<file path="src/rtl/stream_downsize_if.sv">
// Handshake bundle for stream_downsize: wide input beat and narrow output beat.
interface stream_downsize_if #(
    parameter int T_DATA_WIDTH = 1,
    parameter int T_DATA_RATIO = 2
);
    logic [T_DATA_WIDTH-1:0] s_data_i [T_DATA_RATIO];
    logic [T_DATA_RATIO-1:0] s_keep_i;
    logic                    s_last_i;
    logic                    s_valid_i;
    logic                    s_ready_o;
    logic [T_DATA_WIDTH-1:0] m_data_o;
    logic                    m_last_o;
    logic                    m_valid_o;
    logic                    m_ready_i;

    modport slave (
        input  s_data_i, s_keep_i, s_last_i, s_valid_i, m_ready_i,
        output s_ready_o, m_data_o, m_last_o, m_valid_o
    );

    modport master (
        output s_data_i, s_keep_i, s_last_i, s_valid_i, m_ready_i,
        input  s_ready_o, m_data_o, m_last_o, m_valid_o
    );
endinterface

</file>
<file path="src/rtl/stream_downsize.sv">
// Wide-to-narrow stream converter, lowest kept lane first.
// Lane skipping via s_keep_i only when STREAM_DOWNSIZE_KEEP_EN is defined.
module stream_downsize #(
    parameter int T_DATA_WIDTH = 1,
    parameter int T_DATA_RATIO = 2
) (
    input logic              clk,
    input logic              rst,
    stream_downsize_if.slave bus
);
    localparam int IW = $clog2(T_DATA_RATIO);
    localparam logic [T_DATA_RATIO-1:0] LSB =
        {{(T_DATA_RATIO-1){1'b0}}, 1'b1};

    typedef enum logic {IDLE, SEND} state_t;

    state_t                  state;
    state_t                  state_nxt;
    logic [T_DATA_WIDTH-1:0] buf_data [T_DATA_RATIO];
    logic [T_DATA_RATIO-1:0] buf_rem;
    logic [T_DATA_RATIO-1:0] rem_nxt;
    logic [T_DATA_RATIO-1:0] load_rem;
    logic                    buf_last;
    logic [IW-1:0]           k;
    logic                    one_left;
    logic                    accept;
    logic                    pop;

`ifdef STREAM_DOWNSIZE_KEEP_EN
    assign load_rem = bus.s_keep_i;
`else
    logic unused_keep;
    assign unused_keep = ^bus.s_keep_i;
    assign load_rem    = '1;
`endif

    always_comb begin
        k = '0;
        for (int i = T_DATA_RATIO - 1; i >= 0; i--) begin
            if (buf_rem[i]) k = IW'(i);
        end
    end

    assign one_left = (buf_rem != '0) &&
                      ((buf_rem & (buf_rem - LSB)) == '0);

    always_comb begin
        bus.m_valid_o = (state == SEND);
        bus.m_data_o  = buf_data[k];
        bus.m_last_o  = one_left && buf_last;
        pop           = bus.m_valid_o && bus.m_ready_i;
        // popping the final lane frees the buffer in the same cycle
        bus.s_ready_o = !rst && ((state == IDLE) || (pop && one_left));
        accept        = bus.s_valid_i && bus.s_ready_o;
        rem_nxt       = buf_rem;
        if (pop) rem_nxt = buf_rem & ~(LSB << k);
        if (accept) rem_nxt = load_rem;
        state_nxt = (rem_nxt != '0) ? SEND : IDLE;
    end

    always_ff @(posedge clk or posedge rst) begin
        if (rst) begin
            state    <= IDLE;
            buf_rem  <= '0;
            buf_last <= 1'b0;
            for (int i = 0; i < T_DATA_RATIO; i++) begin
                buf_data[i] <= '0;
            end
        end else begin
            state   <= state_nxt;
            buf_rem <= rem_nxt;
            if (accept) begin
                buf_last <= bus.s_last_i;
                for (int i = 0; i < T_DATA_RATIO; i++) begin
                    buf_data[i] <= bus.s_data_i[i];
                end
            end
        end
    end
endmodule
</file>
<file path="src/flat_wrapper.sv">
// flat-port wrapper written by rule: the top's interface ports become plain ports
module stream_downsize_flat 
#(
    parameter int T_DATA_WIDTH = 1,
    parameter int T_DATA_RATIO = 2
)
  (clk, rst, bus_s_data_i, bus_s_keep_i, bus_s_last_i, bus_s_valid_i, bus_m_ready_i, bus_s_ready_o, bus_m_data_o, bus_m_last_o, bus_m_valid_o);
  stream_downsize_if #(.T_DATA_WIDTH(T_DATA_WIDTH), .T_DATA_RATIO(T_DATA_RATIO)) bus_i ();
  input logic clk;
  input logic rst;
  input wire logic [$bits(bus_i.s_data_i)-1:0] bus_s_data_i;
  input wire logic [$bits(bus_i.s_keep_i)-1:0] bus_s_keep_i;
  input wire logic [$bits(bus_i.s_last_i)-1:0] bus_s_last_i;
  input wire logic [$bits(bus_i.s_valid_i)-1:0] bus_s_valid_i;
  input wire logic [$bits(bus_i.m_ready_i)-1:0] bus_m_ready_i;
  output wire logic [$bits(bus_i.s_ready_o)-1:0] bus_s_ready_o;
  output wire logic [$bits(bus_i.m_data_o)-1:0] bus_m_data_o;
  output wire logic [$bits(bus_i.m_last_o)-1:0] bus_m_last_o;
  output wire logic [$bits(bus_i.m_valid_o)-1:0] bus_m_valid_o;
  assign bus_i.s_data_i = {>>{bus_s_data_i}};
  assign bus_i.s_keep_i = bus_s_keep_i;
  assign bus_i.s_last_i = bus_s_last_i;
  assign bus_i.s_valid_i = bus_s_valid_i;
  assign bus_i.m_ready_i = bus_m_ready_i;
  assign bus_s_ready_o = bus_i.s_ready_o;
  assign bus_m_data_o = bus_i.m_data_o;
  assign bus_m_last_o = bus_i.m_last_o;
  assign bus_m_valid_o = bus_i.m_valid_o;
  stream_downsize #(.T_DATA_WIDTH(T_DATA_WIDTH), .T_DATA_RATIO(T_DATA_RATIO)) u_core (.clk(clk), .rst(rst), .bus(bus_i));
endmodule
</file>
<file path="config.mk">
export PLATFORM = sky130hd
export DESIGN_NAME = stream_downsize_flat
export DESIGN_NICKNAME = d
export VERILOG_FILES = /design/src/rtl/stream_downsize_if.sv /design/src/rtl/stream_downsize.sv /design/src/flat_wrapper.sv
export SDC_FILE = /design/constraint.sdc
export NUM_CORES = 1
export LEC_CHECK = 0
export BUFFER_PORTS_ARGS = -buffer_cell sky130_fd_sc_hd__buf_2
export CAP_MARGIN = 20
export CORE_AREA = 2 2 39 41
export CTS_CLUSTER_DIAMETER = 50
export CTS_CLUSTER_SIZE = 24
export DETAILED_ROUTE_END_ITERATION = 8
export DIE_AREA = 0 0 41 43
export SYNTH_ARGS = -nofsm -noshare
export SYNTH_HDL_FRONTEND = slang
export SYNTH_SLANG_ARGS = --single-unit
</file>
<file path="constraint.sdc">
create_clock -name clk -period 2.25 [get_ports clk]
set_clock_uncertainty 0.1 [all_clocks]
set_input_delay 0.225 -clock clk [delete_from_list [all_inputs] [get_ports clk]]
set_output_delay 0.225 -clock clk [all_outputs]
set_load 0.01 [all_outputs]
</file>
# Yosys cells after proc, flatten, opt, wreduce, memory -nomap -nowiden
# Index checks and enable logic that the tools add are counted.
[totals]
reg_bits = 6
input_bits = 9
output_inout_bits = 4
wordCells = 32
[classes]
addsub = 1
magnitude_cmp = 1
n_shift = 1
muxes = 8
bitwise_logic = 5
n_reduce_logical = 11
[op_table]
columns = ["op", "count"]
rows = [
  ["1-bit logical AND", 6],
  ["1-bit 2-to-1 mux", 6],
  ["2-bit bitwise AND", 2],
  ["2-bit 2-to-1 mux", 2],
  ["2-bit nonzero test", 2],
  ["2-bit greater-or-equal comparator (second input constant)", 1],
  ["2-bit logical NOT", 1],
  ["1-bit NOT with 2-bit output", 1],
  ["2-bit NOT", 1],
  ["1-bit by 1-bit left shift with 2-bit output (first input constant)", 1],
  ["2-bit by 1-bit subtractor with 2-bit output (second input constant)", 1],
  ["1-bit logical NOT", 1],
  ["1-bit logical OR", 1],
  ["1-bit NOT", 1],
]

# Depth between registers and ports, before layout
# Gate-level depths: netlist of run 1.
[logic_depth]
word_depth = 11
mapped_depth = 5
depth_no_buf = 5

# Least setup slack after synthesis of run 1
# No wires, ideal clock.
[synth_path]
path_kind = "reg-to-reg"
start = "register u_core.buf_rem[0]"
end = "register u_core.buf_data[0] (netlist bit)"
setup_ns = 0.125
arrival_ns = 1.364
required_time_ns = 2.025
path_slack_ns = 0.661
path_stages_with_launch = 6
n_path_buf = 0
synth_period_minus_slack_ns = 1.589
cell_sequence = "dfrtp_1 inv_1 ha_1 nand2b_4 a21boi_4 mux2_2"
[synth_between]
elab_chain_len = 8
elab_cells_between_ends = 9
classes_between = "add/sub (1); bitwise (1); reduce/logical (7)"
[synth_lines]
columns = ["element", "line", "source"]
rows = [
  ["start, declared", "stream_downsize.sv:20", "logic [T_DATA_RATIO-1:0] buf_rem;"],
  ["start signal, assigned", "stream_downsize.sv:71", "buf_rem <= rem_nxt;"],
  ["2-bit by 1-bit subtractor with 2-bit output", "stream_downsize.sv:45", "((buf_rem & (buf_rem - LSB)) == '0);"],
  ["2-bit bitwise AND", "stream_downsize.sv:45", ""],
  ["2-bit logical NOT", "stream_downsize.sv:45", ""],
  ["1-bit logical AND *", "stream_downsize.sv:44", "assign one_left = (buf_rem != '0) &&"],
  ["1-bit logical AND *", "stream_downsize.sv:53", "bus.s_ready_o = !rst && ((state == IDLE) || (pop && one_left));"],
  ["1-bit logical OR *", "stream_downsize.sv:53", ""],
  ["1-bit logical AND *", "stream_downsize.sv:53", ""],
  ["1-bit logical AND *", "stream_downsize.sv:54", "accept = bus.s_valid_i && bus.s_ready_o;"],
  ["end signal, assigned by index", "stream_downsize.sv:75", "buf_data[i] <= bus.s_data_i[i];"],
  ["end, declared", "stream_downsize.sv:19", "logic [T_DATA_WIDTH-1:0] buf_data [T_DATA_RATIO];"],
]
# Mark *: on every way between the ends. The rest lies on a longest branch, timed or not.
# A chain may end at the register's enable or synchronous reset.

# Final worst setup path of run 1
[layout_path]
start = "register u_core.buf_rem[0]"
end = "output port bus_s_ready_o"
[layout_between]
elab_chain_len = 7
elab_cells_between_ends = 8
classes_between = "add/sub (1); bitwise (1); reduce/logical (6)"
[layout_lines]
columns = ["element", "line", "source"]
rows = [
  ["2-bit by 1-bit subtractor with 2-bit output", "stream_downsize.sv:45", ""],
  ["2-bit bitwise AND", "stream_downsize.sv:45", ""],
  ["2-bit logical NOT", "stream_downsize.sv:45", ""],
  ["1-bit logical AND *", "stream_downsize.sv:44", ""],
  ["1-bit logical AND *", "stream_downsize.sv:53", ""],
  ["1-bit logical OR *", "stream_downsize.sv:53", ""],
  ["1-bit logical AND *", "stream_downsize.sv:53", ""],
  ["end, declared", "flat_wrapper.sv:16", "output wire logic [$bits(bus_i.s_ready_o)-1:0] bus_s_ready_o;"],
]
# Marked as above.

==> run summary, run 1 <==
The post-synthesis sequential area ratio came out at 0.451. The area overhead of the layout relative to synthesis came out at 30.8%. During I/O placement, the number of pins put on the boundary was 13. The via count is between 200 and 300. The number of buffers on the longest clock path is 2. The number of hold buffers added after CTS was 1. Counting I/O delays and the setup requirement, the final critical path takes between 1.5 and 2 ns. The worst endpoint required time came out at 1.92 ns. Setup repair after global routing left no endpoint under its margin. The cell accounting for the most synthesized area is sky130_fd_sc_hd__dfrtp_1. The routed via count divided by cell count came out at 4.40.

The standby leakage power came out at ~0.22 nW. The H-tree depth is 1. In this run the top signal layer used is met4. The die covers between 1500 and 2000 um2. The number of synthesized register bits is 6. The quantity of gates resized following cts is 0. The number of global-route vias before repair came to approximately 240. TritonCTS built the clock tree. The net count reported at finish came out at 55.

The initial antenna violation count came out at 0. The number of iterations in the first detailed-routing pass came out at 2. Synthesis produced 28 cells. The core region is ~1400 um2. The final instance count without filler cells is 58.

Entering global routing, the biggest net connects 7 pins. The sum of routed wire segments on met1 came out at around 260 um. For the pin with the worst max-slew slack, the measured transition is 0.224 ns. In this run, placement finished with an instance count of 54.

The HPWL after detailed placement is approximately 450 um. In this run, the number of DRC markers left after iteration 0 of detailed routing was 1. The tree is rooted in a sky130_fd_sc_hd__clkbuf_4.

The wire length of the first global-routing pass came out at roughly 980 um. The total power density per cell area came out at between 1000 and 1500 nW/um2. The tightest min-delay check is of the in -> reg type. The length of routed met3 wiring came out at just over 50 um. The clock-pin slew on the worst setup and hold paths came out at 0.04 ns.

STA classifies the critical path endpoint as a primary output. The worst setup path is launched from a flip-flop. The average footprint of a synthesized cell came out at between 10 and 15 um2. The count of final max-slew check failures came to 0. The post-synth net total came out at 39.

The number of clock sinks came out at 6. Of the post-synthesis cell area, the dominant cell type holds 0.451. The reported max-cap violation count came out at 0. The routed wirelength normalized by instance count is ~9.5 um. The die is roughly 43 um tall. The starting utilization of the core area came out at 0.241. In this run the cell area of the synthesized design comes to 333 um2. The final weighted congestion of routability-driven global placement came out at 0.709. The clock latency at the later pin of the worst-skew pair is around 0.24 ns. The number of buffers inserted to repair setup after CTS is 0. The number of cell rows came out at 14.

The worst-case IR drop observed on VDD is 0.000478 V. Summed over all failing endpoints, the final setup total negative slack is 0 ns. The total of endpoints with negative setup slack in the final report is 0. The number of nets with antenna violations after detailed routing came out at 0. Synthesis instantiated 15 different standard cells from the library.

After detailed routing, the number of remaining DRC violations is 0. The aggregate routed wire length came out at roughly 550 um. For this run, the total global-route usage over all layers was measured as 0.0889. The number of warning messages in the yosys log came out at 0. In this run, CTS created clock tree buffers numbering 3. Measured against its own limit, the worst slew margin works out to 0.850.

The count of buffers inserted at the top-level ports came out at 10. Ranked by total cell area, the synthesized netlist is headed by sky130_fd_sc_hd__dfrtp_1, sky130_fd_sc_hd__mux2_2, sky130_fd_sc_hd__ha_1, sky130_fd_sc_hd__a21boi_4, sky130_fd_sc_hd__nand2b_4. In the final layout, the share of cells above drive strength 1 is 0.476. The maximum achievable frequency came out at 567 MHz. Dividing the final minimum period by the clock period gives 0.784.

The number of failing hold endpoints at the final stage is 0. The total overflow left after global routing is 0. The number of diodes is 0. The total length of routed met2 wires came out at between 200 and 250 um. The critical path in this run is classified as reg -> out.

Of all nets on the critical path, the largest fanout is 4. The run finished with clean final reports. The critical path data arrival time came out at roughly 1.4 ns. The die boundary width is approximately 41 um. Counting the fill cells in the layout gives around 160.
## sequential cells by signal, summed over array words and instances (netlist names)
name and count:
u_core.buf_data 2, u_core.buf_rem 2, u_core.buf_last 1, u_core.bus.m_valid_o 1
## metrics by stage
step	setup slack [ns]	area, um2	utilization	hold WS [ns]	total power [mW]
2_1_floorplan	0.661	333	-	-0.0840	0.401
3_3_place_gp	0.562	403	0.291	0.0716	0.478
3_5_place_dp	0.546	403	0.291	0.0707	0.482
4_1_cts	0.460	435	0.315	0.103	0.587
5_1_grt	0.402	435	0.315	0.109	0.630
6_report	0.486	435	0.315	0.115	0.574
## cell usage in the layout, fill, tap and decap left out, drive strengths merged
cell	instances
mux2	4
a21oi	1
nor2b	2
o21ai	2
a21boi	1
dlygate4sd3	1
clkbuf	3
and3	1
nand2b	1
nand2	2
a21bo	1
a211o	1
a211oi	1
nor3	1
inv	2
buf	10
dfrtp	6
ha	2
## critical path: stages, from the launching register on
cell and delay, ns:
sky130_fd_sc_hd__dfrtp_1 0.38, sky130_fd_sc_hd__inv_1 0.06, sky130_fd_sc_hd__ha_1 0.31, sky130_fd_sc_hd__nand2b_4 0.17, sky130_fd_sc_hd__a21oi_1 0.14, sky130_fd_sc_hd__buf_2 0.14
## cell type report
class | instances | area [um2] | share of cell area
Clock buffer | 3 | 22.5 | 0.0517
Sequential cell | 6 | 150 | 0.345
Inverter | 2 | 7.51 | 0.0172
Tap cell | 16 | 20.0 | 0.0460
Multi-Input combinational cell | 20 | 175 | 0.402
Timing Repair Buffer | 11 | 60.1 | 0.138
## synth_stat cells
cell	n
sky130_fd_sc_hd__a211o_1	1
sky130_fd_sc_hd__a211oi_1	1
sky130_fd_sc_hd__a21bo_2	1
sky130_fd_sc_hd__a21boi_4	1
sky130_fd_sc_hd__a21oi_1	1
sky130_fd_sc_hd__and3_1	1
sky130_fd_sc_hd__dfrtp_1	6
sky130_fd_sc_hd__ha_1	2
sky130_fd_sc_hd__inv_1	2
sky130_fd_sc_hd__mux2_2	4
sky130_fd_sc_hd__nand2_1	2
sky130_fd_sc_hd__nand2b_4	1
sky130_fd_sc_hd__nor2b_1	2
sky130_fd_sc_hd__nor3_1	1
sky130_fd_sc_hd__o21ai_0	2
## worst paths after layout
path / slack, ns / endpoint / cells past startpoint / startpoint
setup reg to reg: 0.55 / u_core.buf_data[1]$_DFFE_PP0P_ / 5 / u_core.buf_rem[0]$_DFF_PP0_
min in group asynchronous: 0.36 / u_core.bus.m_valid_o$_DFF_PP0_ / 3 / rst
max in group asynchronous: 1.51 / u_core.buf_rem[1]$_DFF_PP0_ / 3 / rst
setup / recovery: 0.49 / bus_s_ready_o / 5 / u_core.buf_rem[0]$_DFF_PP0_
hold / removal: 0.11 / u_core.buf_last$_DFFE_PP0P_ / 2 / bus_s_last_i
hold reg to reg: 0.39 / u_core.buf_last$_DFFE_PP0P_ / 1 / u_core.buf_last$_DFFE_PP0P_
## cell families (layout without fill, tap and decap cells)
family                   after synthesis  in the layout  share of synthesized area
AO/OA/AOI/OAI                          7              7                      0.180
AND/OR/NAND/NOR                        7              7                      0.135
flip-flops                             6              6                      0.451
multiplexers                           4              4                      0.135
adder cells (fa/ha/maj)                2              2                     0.0752
buffers and inverters                  2             16                     0.0226
## power breakdown
part / switching [mW] / total (mW) / leakage (nW) / internal [mW]
Sequential: 0.0468 / 0.211 / 0.0706 / 0.164
Clock: 0.0361 / 0.0963 / 0.0138 / 0.0601
Combinational: 0.119 / 0.266 / 0.135 / 0.147
## layer usage
layer	vias up	global-route usage
met1	114	0.118
li1	128	-
met3	2	0.0471
met2	11	0.0969
met4	0	0.0800
met5	-	0
No activity file was read; power rests on OpenSTA's default activity.
==> inputs of run 2 (changes only) <==
clock period = 1.6 ns   (was 2.25 ns; I/O delays follow)
==> run summary, run 2 (synthesis gave the netlist of run 1 again) <==
The number of global-route vias before repair came out at 278 (was 244). The largest fanout on the critical path is 2 (was 4). The initial antenna violation count was 0 (unchanged). The area of combinational cells with multiple inputs was 208 um2 (was 175 um2). The routed via count divided by cell count came out at 4.23 (was 4.40). Highest-count cells in the layout ignoring fill and taps: sky130_fd_sc_hd__buf_2, sky130_fd_sc_hd__dfrtp_1, sky130_fd_sc_hd__buf_4, sky130_fd_sc_hd__mux2_4, sky130_fd_sc_hd__clkbuf_4 (was sky130_fd_sc_hd__buf_2, sky130_fd_sc_hd__dfrtp_1, sky130_fd_sc_hd__mux2_2, sky130_fd_sc_hd__clkbuf_4).

The total power density per cell area is 2060 nW/um2 (was 1320 nW/um2). The number of diodes came out at 0 (unchanged). The die boundary width is 41 um (unchanged).

The final total power came out at 1.09 mW (was 0.574 mW). The area overhead of the layout relative to synthesis came out at 58.6% (was 30.8%). The H-tree depth was 1 (unchanged).

The largest net degree at the start of global routing came out at 7 (unchanged). Setup repair after global routing missed its margin: true (was false). The number of nets with antenna violations after detailed routing is 0 (unchanged).

The clock latency at the later pin of the worst-skew pair is 0.24 ns (about the same). The worst path setup slack after routing is -0.0423 ns (was 0.486 ns). The final weighted congestion of routability-driven global placement is 0.728 (was 0.709).

The launching point of the worst reg2reg path is u_core.buf_rem[1]$_DFF_PP0_ (was u_core.buf_rem[0]$_DFF_PP0_). The number of failing hold endpoints at the final stage came to 0 (unchanged). The count of buffers inserted at the top-level ports is 10 (unchanged). The worst setup path category is reg -> out (unchanged). The number of cell rows came to 14 (unchanged). The number of clock sinks is 6 (unchanged).

The maximum achievable frequency is 609 MHz. The slack of the worst reg-to-reg path was 0.03 ns (was 0.55 ns). The worst reg-to-reg path cell count is 4 (was 5). Largest registers in the final layout: u_core.buf_data (2), u_core.buf_rem (2) (unchanged). The net count reported at finish came out at 62 (was 55). Result of the run: complete, but fails checks (was finished clean).

The total of endpoints with negative setup slack in the final report is 2 (was 0). The relative slew slack came out at 0.833 (was 0.850). The critical path startpoint category is a flip-flop (unchanged). The post-route DRC violation count is 0 (unchanged). The chip height is 43 um (unchanged). The standard cell area after detailed placement was 433 um2 (was 403 um2). The type of destination of the critical path was a primary output (unchanged).

The number of buffers on the longest clock path is 2 (unchanged). The number of iterations in the first detailed-routing pass was 2 (unchanged). The critical path data arrival time is 1.38 ns (was 1.44 ns). The TritonCTS clock tree is done (unchanged).

The top-level I/O count came out at 13 (unchanged). The standard cell core area is 1380 um2 (unchanged). The reported max-cap violation count is 0 (unchanged). The clock period minus final worst setup slack is around 1.6 ns.

The final instance area is 528 um2 (was 435 um2). The number of filler instances in the final layout came out at 143 (was 155). The path class of the lowest-slack min-delay path is in -> reg (unchanged). The HPWL after detailed placement came out at 477 um (was 453 um).

The depth of the worst hold-timing path is 2 (unchanged). The standby leakage power is 0.266 nW (was 0.219 nW). The final reports fail on negative setup slack. The via count came out at 275 (was 255). The wire length of the first global-routing pass came out at 1060 um (was 979 um). The routed wirelength normalized by instance count is 10.2 um (was 9.53 um). The CTS root buffer is sky130_fd_sc_hd__clkbuf_4 (unchanged). The number of DRC markers after the initial detailed-route iteration is 3 (was 1). The worst-case hold path end point was u_core.buf_data[1]$_DFFE_PP0P_ (was u_core.buf_last$_DFFE_PP0P_). The aggregate routed wire length is 660 um (was 553 um).

The slew at the pin with the worst max-slew slack is 0.250 ns (was 0.224 ns). The share of post-route cells with drive strength above 1 came to 0.633 (was 0.476). The number of buffers inserted during clock tree synthesis is 3 (unchanged). The hold path startpoint was bus_s_data_i[1] (was bus_s_last_i). The overall die area came out at 1760 um2 (unchanged). The total global routing track utilization is 0.0919 (was 0.0889).

The capturing point of the worst reg2reg path is u_core.buf_data[0]$_DFFE_PP0P_ (was u_core.buf_data[1]$_DFFE_PP0P_). The total congestion overflow after global routing came to 0 (unchanged). The starting utilization of the core area was 0.241 (unchanged). In the finished design, the share of the clock period the worst path needs comes to 1.03. The peak supply drop is 0.000857 V (was 0.000478 V). The clock-pin slew on the worst setup and hold paths is 0.04 ns (about the same).

The count of final max-slew check failures came out at 0 (unchanged). The commonest non-fill, non-tap cell in the layout is sky130_fd_sc_hd__buf_2 (unchanged). The area taken by flip-flops and latches is 150 um2 (unchanged).

The worst endpoint required time came out at 1.34 ns (was 1.92 ns).
[run 2: cell types whose count changed in the layout (fill, tap and decap cells not counted), sizes merged]
cell  before  now
buf       10   17
[run 2: worst max-delay path: stages, from the launching register on]
cell	delay [ns]
sky130_fd_sc_hd__dfrtp_1	0.41
sky130_fd_sc_hd__ha_4	0.26
sky130_fd_sc_hd__nand2b_4	0.15
sky130_fd_sc_hd__buf_6	0.11
sky130_fd_sc_hd__a21oi_2	0.09
sky130_fd_sc_hd__buf_2	0.13
[run 2: how the worst max path moves through the flow]
stage | start | endpoint | cells past startpoint
after floorplan | u_core.buf_rem[0]$_DFF_PP0_ | u_core.buf_data[0]$_DFFE_PP0P_ | 5
after global placement | u_core.buf_rem[0]$_DFF_PP0_ | u_core.buf_data[1]$_DFFE_PP0P_ | 5
after detailed placement | u_core.buf_rem[0]$_DFF_PP0_ | u_core.buf_data[0]$_DFFE_PP0P_ | 5
after CTS | u_core.buf_rem[1]$_DFF_PP0_ | bus_s_ready_o | 5
after global routing | u_core.buf_rem[0]$_DFF_PP0_ | bus_s_ready_o | 6
final | u_core.buf_rem[1]$_DFF_PP0_ | bus_s_ready_o | 5
[run 2: metal layers]
metal,up-vias,part of all wire,GRT usage
met3,0,0.053,0.0314
met5,-,0,0
met1,123,0.45,0.128
met4,0,0,0.0600
li1,143,-,-
met2,9,0.49,0.116
[run 2: timing repair]
action,4_1_cts,5_1_grt
resized for setup,6,4
hold buffers,1,0
setup endpoints to repair,5,7
pin swaps,3,0
endpoints found under the hold margin,6,0
buffers inserted,3,0
[run 2: stage by stage]
step | setup WS [ns] | setup TNS [ns] | util | hold slack [ns] | std cells
after detailed placement | -0.0424 | -0.124 | 0.313 | 0.0116 | 58
final | -0.0423 | -0.0586 | 0.382 | 0.0526 | 65
after CTS | -0.0930 | -0.167 | 0.369 | 0.0452 | 65
after global routing | -0.132 | -0.305 | 0.382 | 0.0442 | 65
after floorplan | 0.0108 | 0 | - | -0.149 | 28
after global placement | -0.0280 | -0.0825 | 0.313 | 0.00975 | 58
[run 2: area by class of cell]
cell class | instances | area share
clock buffers | 3 | 0.0427
inverters | 2 | 0.0142
flip-flops and latches | 6 | 0.284
well taps | 16 | 0.0379
multi-input cells | 20 | 0.393
repair buffers | 18 | 0.227
[run 2: power by group]
| group | leakage (nW) | internal, mW | switching [mW] |
|---|---|---|---|
| logic | 0.182 | 0.415 | 0.240 |
| registers | 0.0706 | 0.231 | 0.0693 |
| clock network | 0.0138 | 0.0844 | 0.0478 |
==> inputs of run 3 (changes only) <==
CELL_PAD_IN_SITES_DETAIL_PLACEMENT = 0   (was not set)
CELL_PAD_IN_SITES_GLOBAL_PLACEMENT = 1   (was not set)
PLACE_DENSITY_LB_ADDON = 0.1   (was not set)
==> run summary, run 3 (synthesis gave the netlist of run 1 again) <==
The highest-delay cell along the critical path is sky130_fd_sc_hd__dfrtp_1 (unchanged). The net count reported at finish came out at 63 (was 62). The number of clock sinks came to 6 (unchanged). The standby leakage power was 0.273 nW (was 0.266 nW).

The initial antenna violation count came out at 0 (unchanged). The worst endpoint required time was 1.62 ns (was 1.34 ns). The capturing point of the worst reg2reg path is u_core.buf_data[1]$_DFFE_PP0P_ (was u_core.buf_data[0]$_DFFE_PP0P_). The number of buffers inserted during clock tree synthesis came out at 3 (unchanged). The slack of the worst reg-to-reg path is -0.08 ns (was 0.03 ns).

The number of cell rows is 14 (unchanged). The number of iterations in the first detailed-routing pass came out at 1 (was 2). The maximum achievable frequency was 594 MHz (was 609 MHz). The type of destination of the critical path is a flip-flop (was primary output).

The hold path startpoint is bus_s_last_i (was bus_s_data_i[1]). The largest delay contributor family on the critical path is flip-flops (unchanged). The worst-case hold path end point is u_core.buf_last$_DFFE_PP0P_ (was u_core.buf_data[1]$_DFFE_PP0P_). The launching point of the worst reg2reg path is u_core.buf_rem[0]$_DFF_PP0_ (was u_core.buf_rem[1]$_DFF_PP0_). The depth of the worst hold-timing path is 2 (unchanged).

The worst reg-to-reg path cell count was 6 (was 4). The overall die area came out at 1760 um2 (unchanged). The routed wirelength normalized by instance count is 11.8 um (was 10.2 um). The CTS root buffer was sky130_fd_sc_hd__clkbuf_4 (unchanged). The largest fanout on the critical path came out at 4 (was 2). The path class of the lowest-slack min-delay path is in -> reg (unchanged).

The top-level I/O count is 13 (unchanged). The worst path setup slack after routing came out at -0.0838 ns (was -0.0423 ns). Failing checks: negative setup slack (unchanged). The TritonCTS clock tree is done (unchanged). The clock-pin slew on the worst setup and hold paths is 0.04 ns (about the same).

The commonest non-fill, non-tap cell in the layout is sky130_fd_sc_hd__buf_2 (unchanged). The clock period minus final worst setup slack came to 1.68 ns (was 1.64 ns). The total power density per cell area was 2130 nW/um2 (was 2060 nW/um2).

Largest registers in the final layout: u_core.buf_data (2), u_core.buf_rem (2) (unchanged). The number of buffers on the longest clock path came out at 2 (unchanged). The H-tree depth is 1 (unchanged).

The reported max-cap violation count is 0 (unchanged). The clock latency at the later pin of the worst-skew pair came out at 0.24 ns (about the same). Setup repair after global routing missed its margin: true (unchanged).

The share of post-route cells with drive strength above 1 came to 0.660 (was 0.633). The peak supply drop came out at 0.000825 V (was 0.000857 V). The critical path data arrival time was 1.71 ns (was 1.38 ns).

The via count is 291 (was 275). The relative slew slack is 0.833 (about the same). Highest-count cells in the layout ignoring fill and taps: sky130_fd_sc_hd__buf_2, sky130_fd_sc_hd__buf_4, sky130_fd_sc_hd__dfrtp_1, sky130_fd_sc_hd__mux2_4, sky130_fd_sc_hd__clkbuf_4 (was sky130_fd_sc_hd__buf_2, sky130_fd_sc_hd__dfrtp_1, sky130_fd_sc_hd__buf_4, sky130_fd_sc_hd__mux2_4, sky130_fd_sc_hd__clkbuf_4).

The worst setup path category is reg -> reg (was reg -> out). The number of global-route vias before repair is 274 (was 278). The count of buffers inserted at the top-level ports is 10 (unchanged).

The die boundary width came out at 41 um (unchanged). The standard cell core area is 1380 um2 (unchanged). The final instance count without filler cells came out at 66 (was 65). The count of final max-slew check failures is 0 (unchanged). The final standard cell utilization of the core came out at 0.395 (was 0.382). The chip height was 43 um (unchanged). Result of the run: complete, but fails checks (unchanged).

The total of endpoints with negative setup slack in the final report came out at 5 (was 2). The routed via count divided by cell count came out at 4.41 (was 4.23). The total buffers and inverters traversed by the critical path was 2 (unchanged). The slew at the pin with the worst max-slew slack is 0.251 ns (was 0.250 ns). The total global routing track utilization came out at 0.112 (was 0.0919). The number of DRC markers after the initial detailed-route iteration is 0 (was 3). The total congestion overflow after global routing was 0 (unchanged).

Cell Chain, Critical Path: inv_2, ha_4, nand2b_4, buf_4, a21boi_4, mux2_4 (was ha_4, nand2b_4, buf_6, a21oi_2, buf_2). The final hold slack came out at 0.0509 ns (was 0.0526 ns). The area overhead of the layout relative to synthesis is 64.3% (was 58.6%). The post-route DRC violation count is 0 (unchanged). The critical path startpoint category was a flip-flop (unchanged). The largest net degree at the start of global routing came to 7 (unchanged). The aggregate routed wire length is 781 um (was 660 um). The total instance count after detailed placement is 58 (unchanged). The number of diodes was 0 (unchanged). The starting utilization of the core area is 0.241 (unchanged). The largest incremental delay on the critical path is 0.38 ns (was 0.41 ns). The number of failing hold endpoints at the final stage is 0 (unchanged). The final weighted congestion of routability-driven global placement is 0.701 (was 0.728). The wire length of the first global-routing pass is 1230 um (was 1060 um). The fraction of the cycle the final worst path needs is 1.05 (was 1.03).

The number of nets with antenna violations after detailed routing came out at 0 (unchanged).
## run 3: cell count changes in the layout (fill, tap and decap cells not counted)
cell | previous run | this run
sky130_fd_sc_hd__mux2_2 | 1 | 0
sky130_fd_sc_hd__and3_1 | 1 | 0
sky130_fd_sc_hd__and3_4 | 0 | 1
sky130_fd_sc_hd__buf_2 | 10 | 9
sky130_fd_sc_hd__buf_4 | 5 | 7
sky130_fd_sc_hd__mux2_4 | 3 | 4
## run 3: layout make-up
type                       count  area, um2
tap                           16       20.0
clock buffer                   3       22.5
inverter                       2       7.51
multi-input combinational     20        216
timing repair buffer          19        130
fill                         146        837
sequential                     6        150
## run 3: per-stage QoR
| step | setup slack [ns] | TNS, ns | area, um2 | total power, mW |
|---|---|---|---|---|
| 3_5_place_dp | -0.0441 | -0.126 | 433 | 0.778 |
| 6_report | -0.0838 | -0.334 | 547 | 1.16 |
| 4_1_cts | -0.0800 | -0.108 | 512 | 1.06 |
| 5_1_grt | -0.160 | -0.717 | 547 | 1.26 |
| 3_3_place_gp | -0.0275 | -0.0821 | 433 | 0.767 |
| 2_1_floorplan | 0.0108 | 0 | 333 | 0.563 |
## run 3: timing repair
action / 4_1_cts / 5_1_grt
pin swaps: 3 / 2
hold endpoints to repair: 6 / 0
resized for setup: 8 / 5
endpoints found under the setup margin: 5 / 8
hold buffers: 1 / 0
buffers inserted: 2 / 2
## run 3: worst max path at each step
| stage | start | endpoint | depth (start not counted) |
|---|---|---|---|
| after floorplan | u_core.buf_rem[0]$_DFF_PP0_ | u_core.buf_data[0]$_DFFE_PP0P_ | 5 |
| after global placement | u_core.buf_rem[0]$_DFF_PP0_ | u_core.buf_last$_DFFE_PP0P_ | 5 |
| after detailed placement | u_core.buf_rem[0]$_DFF_PP0_ | u_core.buf_data[1]$_DFFE_PP0P_ | 5 |
| after CTS | u_core.buf_rem[1]$_DFF_PP0_ | bus_s_ready_o | 5 |
| after global routing | u_core.buf_rem[0]$_DFF_PP0_ | bus_s_ready_o | 6 |
| final | u_core.buf_rem[0]$_DFF_PP0_ | u_core.buf_data[1]$_DFFE_PP0P_ | 6 |
## run 3: layer usage
| layer | track usage | vias to the layer above | wire length (um) |
|---|---|---|---|
| met5 | 0 | - | 0 |
| met4 | 0.100 | 0 | 19 |
| met3 | 0.0366 | 2 | 40 |
| met2 | 0.150 | 9 | 380 |
| met1 | 0.135 | 136 | 340 |
| li1 | - | 144 | - |
## run 3: where the power goes
part | switching [mW] | internal, mW
Clock | 0.0524 | 0.0847
Sequential | 0.0722 | 0.231
Combinational | 0.259 | 0.463
Total | 0.384 | 0.778
